[config.mk]
export PLATFORM = sky130hd
export DESIGN_NAME = spi_adc_receiver
export DESIGN_NICKNAME = d
export VERILOG_FILES = /design/src/rtl/spi_adc_receiver.sv
export SDC_FILE = /design/constraint.sdc
export NUM_CORES = 1
export LEC_CHECK = 0
export CAP_MARGIN = 10
export CELL_PAD_IN_SITES_DETAIL_PLACEMENT = 1
export CELL_PAD_IN_SITES_GLOBAL_PLACEMENT = 2
export CORE_MARGIN = 3
export CORE_UTILIZATION = 30
export CTS_BUF_LIST = sky130_fd_sc_hd__clkbuf_8 sky130_fd_sc_hd__clkbuf_16
export DETAILED_ROUTE_END_ITERATION = 8
export PLACE_DENSITY = 0.78
export SLEW_MARGIN = 20
export SYNTH_ARGS = -nofsm -noshare
export SYNTH_HDL_FRONTEND = slang
export SYNTH_SLANG_ARGS = --single-unit
[constraint.sdc]
create_clock -name clock -period 1.8 [get_ports clock]
set_clock_uncertainty 0.2 [all_clocks]
set_input_delay 0.36 -clock clock [delete_from_list [all_inputs] [get_ports clock]]
set_output_delay 0.36 -clock clock [all_outputs]
set_load 0.005 [all_outputs]
[src/rtl/spi_adc_receiver.sv]
// SPI slave deserialiser for the external ADC link: synchronises the SPI pins,
// shifts words in MSB-first, tags them with a rotating channel index and
// discards partial words after an idle timeout.
// Optional macro SPI_ADC_RX_ERRCOUNT_EN adds a saturating error_count output.
module spi_adc_receiver #(
    parameter int WORD_BITS = 16,
    parameter int CHANNELS  = 1,
    parameter int TIMEOUT   = 64,
    localparam int CH_W     = (CHANNELS > 1) ? $clog2(CHANNELS) : 1
) (
    input  logic                 clock,
    input  logic                 reset,
    input  logic                 spi_clock_in,
    input  logic                 spi_data_in,
    output logic [WORD_BITS-1:0] data_out,
    output logic [CH_W-1:0]      channel_out,
    output logic                 data_valid,
    output logic                 frame_error,
    output logic                 busy
`ifdef SPI_ADC_RX_ERRCOUNT_EN
    ,
    output logic [7:0]           error_count
`endif
);

    localparam int BC_W   = $clog2(WORD_BITS + 1);
    localparam int IDLE_W = $clog2(TIMEOUT + 1);

    localparam logic [BC_W-1:0]   LAST_BIT  = BC_W'(WORD_BITS - 1);
    localparam logic [CH_W-1:0]   LAST_CHAN = CH_W'(CHANNELS - 1);
    localparam logic [IDLE_W-1:0] IDLE_MAX  = IDLE_W'(TIMEOUT);
    localparam logic [IDLE_W-1:0] IDLE_HIT  = IDLE_W'(TIMEOUT - 1);

    logic                 clk_s1, clk_s2, clk_s3;
    logic                 dat_s1, dat_s2;
    logic                 rise;
    logic [WORD_BITS-1:0] shreg;
    logic [WORD_BITS-1:0] next_word;
    logic [BC_W-1:0]      bit_count;
    logic [IDLE_W-1:0]    idle_cnt;
    logic [CH_W-1:0]      chan;

    // Clock and data share the same two-flop depth so the data bit seen at
    // dat_s2 is the one that was stable when the SPI clock rose.
    always_ff @(posedge clock) begin
        if (reset) begin
            clk_s1 <= 1'b0;
            clk_s2 <= 1'b0;
            clk_s3 <= 1'b0;
            dat_s1 <= 1'b0;
            dat_s2 <= 1'b0;
        end else begin
            clk_s1 <= spi_clock_in;
            clk_s2 <= clk_s1;
            clk_s3 <= clk_s2;
            dat_s1 <= spi_data_in;
            dat_s2 <= dat_s1;
        end
    end

    assign rise      = clk_s2 & ~clk_s3;
    assign next_word = {shreg[WORD_BITS-2:0], dat_s2};
    assign busy      = (bit_count != '0);

    // A rise always wins over the idle timeout because it clears the counter.
    always_ff @(posedge clock) begin
        if (reset) begin
            shreg       <= '0;
            bit_count   <= '0;
            idle_cnt    <= '0;
            chan        <= '0;
            data_out    <= '0;
            channel_out <= '0;
            data_valid  <= 1'b0;
            frame_error <= 1'b0;
        end else begin
            data_valid  <= 1'b0;
            frame_error <= 1'b0;
            if (rise) begin
                idle_cnt <= '0;
                shreg    <= next_word;
                if (bit_count == LAST_BIT) begin
                    data_out    <= next_word;
                    channel_out <= chan;
                    data_valid  <= 1'b1;
                    bit_count   <= '0;
                    chan        <= (chan == LAST_CHAN) ? '0 : chan + CH_W'(1);
                end else begin
                    bit_count <= bit_count + BC_W'(1);
                end
            end else if (idle_cnt != IDLE_MAX) begin
                idle_cnt <= idle_cnt + IDLE_W'(1);
                if (idle_cnt == IDLE_HIT) begin
                    chan <= '0;
                    if (bit_count != '0) begin
                        frame_error <= 1'b1;
                        bit_count   <= '0;
                    end
                end
            end
        end
    end

`ifdef SPI_ADC_RX_ERRCOUNT_EN
    always_ff @(posedge clock) begin
        if (reset) begin
            error_count <= '0;
        end else if (frame_error && (error_count != 8'hFF)) begin
            error_count <= error_count + 8'd1;
        end
    end
`endif

endmodule

After elaboration in Yosys (flattened, before gate mapping):

Index checks and enable logic that the tools add are counted.
W data, S select, Z words.

* register bits after elaboration: 52
* bits of input ports: 4
* output and inout bits: 20
* word-level logic and storage cells: 47

* $add $sub $neg: 3
* equality and inequality tests: 4
* mux-type cells: 12
* bitwise gates (word level): 5
* reduce and logical (&&, ||, !) cells: 10

Operators with widths (number)
* $mux W5: 5
* $add A7 B1 Y7 const B: 1
* $eq A7 B6 Y1 const B: 1
* $mux W1: 7
* $ne A7 B7 Y1 const B: 1
* $reduce_and A3 Y1: 2
* $reduce_bool A2 Y1: 3
* $add A5 B1 Y5 const B: 1
* $eq A5 B4 Y1 const B: 1
* $reduce_bool A5 Y1: 1
* $not A1 Y1: 4
* $reduce_or A2 Y1: 2
* $reduce_or A4 Y1: 1
* $ne A2 B1 Y1 const B: 1
* $reduce_and A2 Y1: 1
* $add A1 B1 Y1 const B: 1
* $and A1 B1 Y1: 1

Depth between registers and ports, before layout:

* depth in word-level cells: 5
* mapped depth: 6
* depth with buffers taken out: 5

Worst setup path after synthesis:

No wires, ideal clock.

* path kind: reg-to-reg
* start point: register bit_count[0]
* end point: register bit_count[3]
* setup time: 0.148 ns
* arrival time: 1.382 ns
* slack: 0.069 ns
* cell stages (with the launch flop): 6
* path buffers: 0
* period minus slack after synthesis: 1.731 ns
* path through: dfxtp_1 > inv_1 > ha_1 > nor4b_1 > nor4_1 > o211ai_1

* longest elaborated chain between the ends: 3
* elaborated cells on any way between the ends: 7

RTL lines
* start: declaration: line 39 `logic [BC_W-1:0] bit_count;`
* start signal: assignment: line 89 `bit_count <= bit_count + BC_W'(1);`
* $add A5 B1 Y5, or another cell as far along: line 89
* $mux W5 or $reduce_bool A2 Y1 (tied branches)
* $mux W5 or $reduce_and A3 Y1 (tied branches)

Parallel ways exist; a longest one is shown, timed or not.
A chain may end at the register's enable or synchronous reset.

Worst setup path in the final report:

* start point: register bit_count[1]
* end point: output busy

* longest elaborated chain between the ends: 1

RTL lines
* $reduce_bool A5 Y1: line 63 `assign busy = (bit_count != '0);`
* end: declaration: line 19 `output logic busy`

No other way between the ends.

==> results.txt <==
----------------------------------------------------
[Outcome]
  Outcome ... finished, violations left
  Failing checks ... negative setup slack

[Final layout]
  Fill cells ... 694
  Nets ... 251
  Area growth, synth to finish ... 35.6%
  Antenna Cells ... 0
  Multi-input combinational cell area ... 855 um2
  Sequential cell area ... between 0.001 and 0.0015 mm2
  Share of final-layout standard cells stronger than drive strength 1 ... about a fifth

[Floorplanning]
  Starting density of the core ... between 30 and 40%
  Placement row count ... 28
  Area of the core region ... 0.00599 mm2
  Die extent in y ... 85.1 um
  Die Footprint ... just over 0.007 mm2
  Die span in x ... 85.1 um
  Number of top-level pins ... 24

[Drt]
  Total DRC errors in the routed layout ... 0
  Per-cell via count in the routed design ... 4.92
  Remaining number of nets flagged by the antenna check after routing ... 0
  Overall routed net length ... 4520 um
  Via Count ... roughly 1,600
  Detail-routed net length per standard cell ... 14.2 um
  Number of detailed-routing iterations run before antenna repair ... 4
  Number of violations reported at the end of detailed-routing iteration 0 ... 75

[Clocking]
  Clock latency on the worst-skew pair ... 0.29 ns
  TritonCTS clock tree ... yes
  Total CTS buffers ... 5
  Deepest clock path buffer count ... 2
  Clock H-tree levels ... 2
  Root buf cell ... clkbuf_8
  Sink Count ... 50
  Post-CTS Hold Buffers ... 0
  Clock slew seen by the registers of the worst setup and hold paths ... 0.09 ns

[Setup path]
  Data required time of the worst path ... 1.24 ns
  Launching element type of the critical path ... flop
  Worst setup path class ... reg2out
  Peak fanout along the critical path ... 2
  Arrival time worst endpoint ... 1.26 ns
  Critical path endpoint category ... output pin

[Power and ir drop]
  Internal ... 1.45 mW
  Power spent charging and discharging nets ... 436 uW
  Leakage power figure ... a little over 0.9 nW
  Combinational fraction of design power ... 6.6%
  P per Cell Area ... 739 mW/mm2
  IR drop worst, VDD ... 0.000357 V
  Sequential fraction of design power ... between 50% and 60%
  Switching share of total power ... 23.2%
  Relative contribution of the clock network to total power ... 33.6%
  Post-layout power ... 1.88 mW

[Synth]
  Fraction of post-synthesis cell area in the top cell type by area ... 53.3%
  Mapped cell area ... roughly 0.0019 mm2
  Ys async rst share ... 0%
  Dominant cells by area after synthesis ... dfxtp_1, a22o_1, nand3_1, a21oi_1, o21ai_0
  Number of warnings printed during yosys synthesis ... 0
  Most used DFF post-synth ... dfxtp_1
  Number of enable-type register cells in the synthesized netlist ... 0
  Library cell with the largest summed area after synthesis ... dfxtp_1
  Synthesized Nets ... between 200 and 250
  Distinct cell type count of the synthesized netlist ... 33
  Most instantiated cells after synthesis ... dfxtp_1, nand3_1, a21oi_1, o21ai_0, a22o_1
  Avg Synthesized Cell Area ... between 9 and 10 um2
  Cell with the most instances after synthesis ... dfxtp_1
  Post-Syn Instances ... around 200
  Sequential-to-total area share from yosys stat ... 53.3%
  Total of flip-flops plus latches after synthesis ... 50

[Global route]
  Antenna violations before repair ... 0
  First-pass GRT wire length ... 7910 um
  Global routing usage summed across all routing layers ... 13.6%
  Maximum number of pins on one net before global-route repair ... 21
  Number of global-route vias before repair ... roughly 1,700
  Remaining Overflow, GRT ... 0

[Placed design]
  # port buffers ... 22
  Placed wire-length estimate ... a little under 3000 um
  Last weighted congestion value of the routability-driven placer ... 0.745

[Flow run]
  Number of max-cap violations ... 0

[STA]
  Crit path setup slack, layout ... -0.0223 ns
  Final Hold Slack ... between 0.2 and 0.3 ns
  Setup repair after global routing missed its margin ... true
  Crit share post-route ... 101%
  Final setup viols ... 1
  Number of pins exceeding their max-slew limit in the final report ... 0
  Final hold vios ... 0
  F_max ... 549 MHz
  Time the final worst path needs with I/O delays and setup ... 1.82 ns

[Worst hold path]
  Worst hold-check path type ... reg2reg

----------------------------------------------------
sequential cells by signal (all words and copies together), names as in the netlist:
register and cells:
bit_count 5, clk_s1 1, clk_s2 1, clk_s3 1
dat_s1 1, dat_s2 1, data_out 16, data_valid 1
frame_error 1, idle_cnt 7, shreg 15
layout make-up:
class | instances | area share (%)
flip-flops and latches | 50 | 39.4
multi-input cells | 127 | 33.6
clock inverters | 2 | 0.541
clock buffers | 5 | 2.70
inverters | 7 | 1.03
repair buffers | 52 | 19.0
well taps | 75 | 3.69
layer usage:
metal | global-route usage (%) | share of wire, %
met3 | 3.79 | 2.5
met2 | 21.2 | 47
met1 | 18.2 | 50
met5 | 0 | 0
met4 | 4.03 | 1.1
per-stage QoR:
step	area, um2	setup WS (ns)	setup TNS (ns)	cells	util (%)
CTS	2490	-0.0455	-0.0455	317	41.5
global placement	2330	-0.0988	-1.63	303	39.0
finish	2540	-0.0223	-0.0223	318	42.5
global route	2540	-0.124	-0.234	318	42.5
detailed placement	2330	-0.120	-2.10	303	39.0
floorplan	1880	0.0694	0	198	-
timing repair:
action / in CTS / in global routing
resized for setup: 13 / 6
setup endpoints to repair: 1 / 3
pin swaps: 2 / 2
gates cloned: 0 / 0
setup buffers: 7 / 2
final timing paths:
path	startpoint	endpoint	slack [ns]	depth (start not counted)
max reg2reg	bit_count[1]$_SDFFE_PP0P_	bit_count[1]$_SDFFE_PP0P_	0.05	9
min reg2reg	dat_s1$_SDFF_PP0_	dat_s2$_SDFF_PP0_	0.25	1
min	dat_s1$_SDFF_PP0_	dat_s2$_SDFF_PP0_	0.25	1
max	bit_count[1]$_SDFFE_PP0P_	busy	-0.02	6
cells by family (layout without fill, tap and decap cells):
logic type,after synthesis,count (layout),share of synthesized area (%)
and+or+nand+nor,57,57,17.3
buffers and inverters,21,66,4.53
adders and majority gates,4,4,2.67
other,1,1,0.200
xor gates and xnor gates,3,3,1.40
DFF,50,50,53.3
AOI/OAI and AO/OA,62,62,20.5
critical path, stage by stage (launching register included):
cell	delay, ns
dfxtp_2	0.34
inv_2	0.07
ha_4	0.12
nor4b_4	0.17
buf_4	0.15
inv_2	0.03
buf_6	0.10
layout by cell type, fill, tap and decap left out, drive strengths merged, types with 2 or more instances in the layout:
| cell type | count |
|---|---|
| or4 | 2 |
| nor3 | 3 |
| o21ai | 20 |
| clkbuf | 5 |
| nand2 | 5 |
| or3 | 3 |
| a22o | 15 |
| a21oi | 20 |
| inv | 8 |
| nor2 | 4 |
| clkdlybuf4s50 | 21 |
| nor2b | 9 |
| xor2 | 2 |
| dfxtp | 50 |
| o211ai | 4 |
| buf | 31 |
| ha | 4 |
| nand3 | 21 |
| nand4 | 3 |
power by group through the flow:
stage                     clock, mW  combinational, mW  sequential [mW]
final                         0.632              0.124             1.13
after global routing          0.715              0.139             1.13
after CTS                     0.659              0.116             1.13
after detailed placement          0              0.110             1.15
after global placement            0              0.107             1.15
after floorplan                   0             0.0575             1.15
Power figures use the tool's default switching activity.
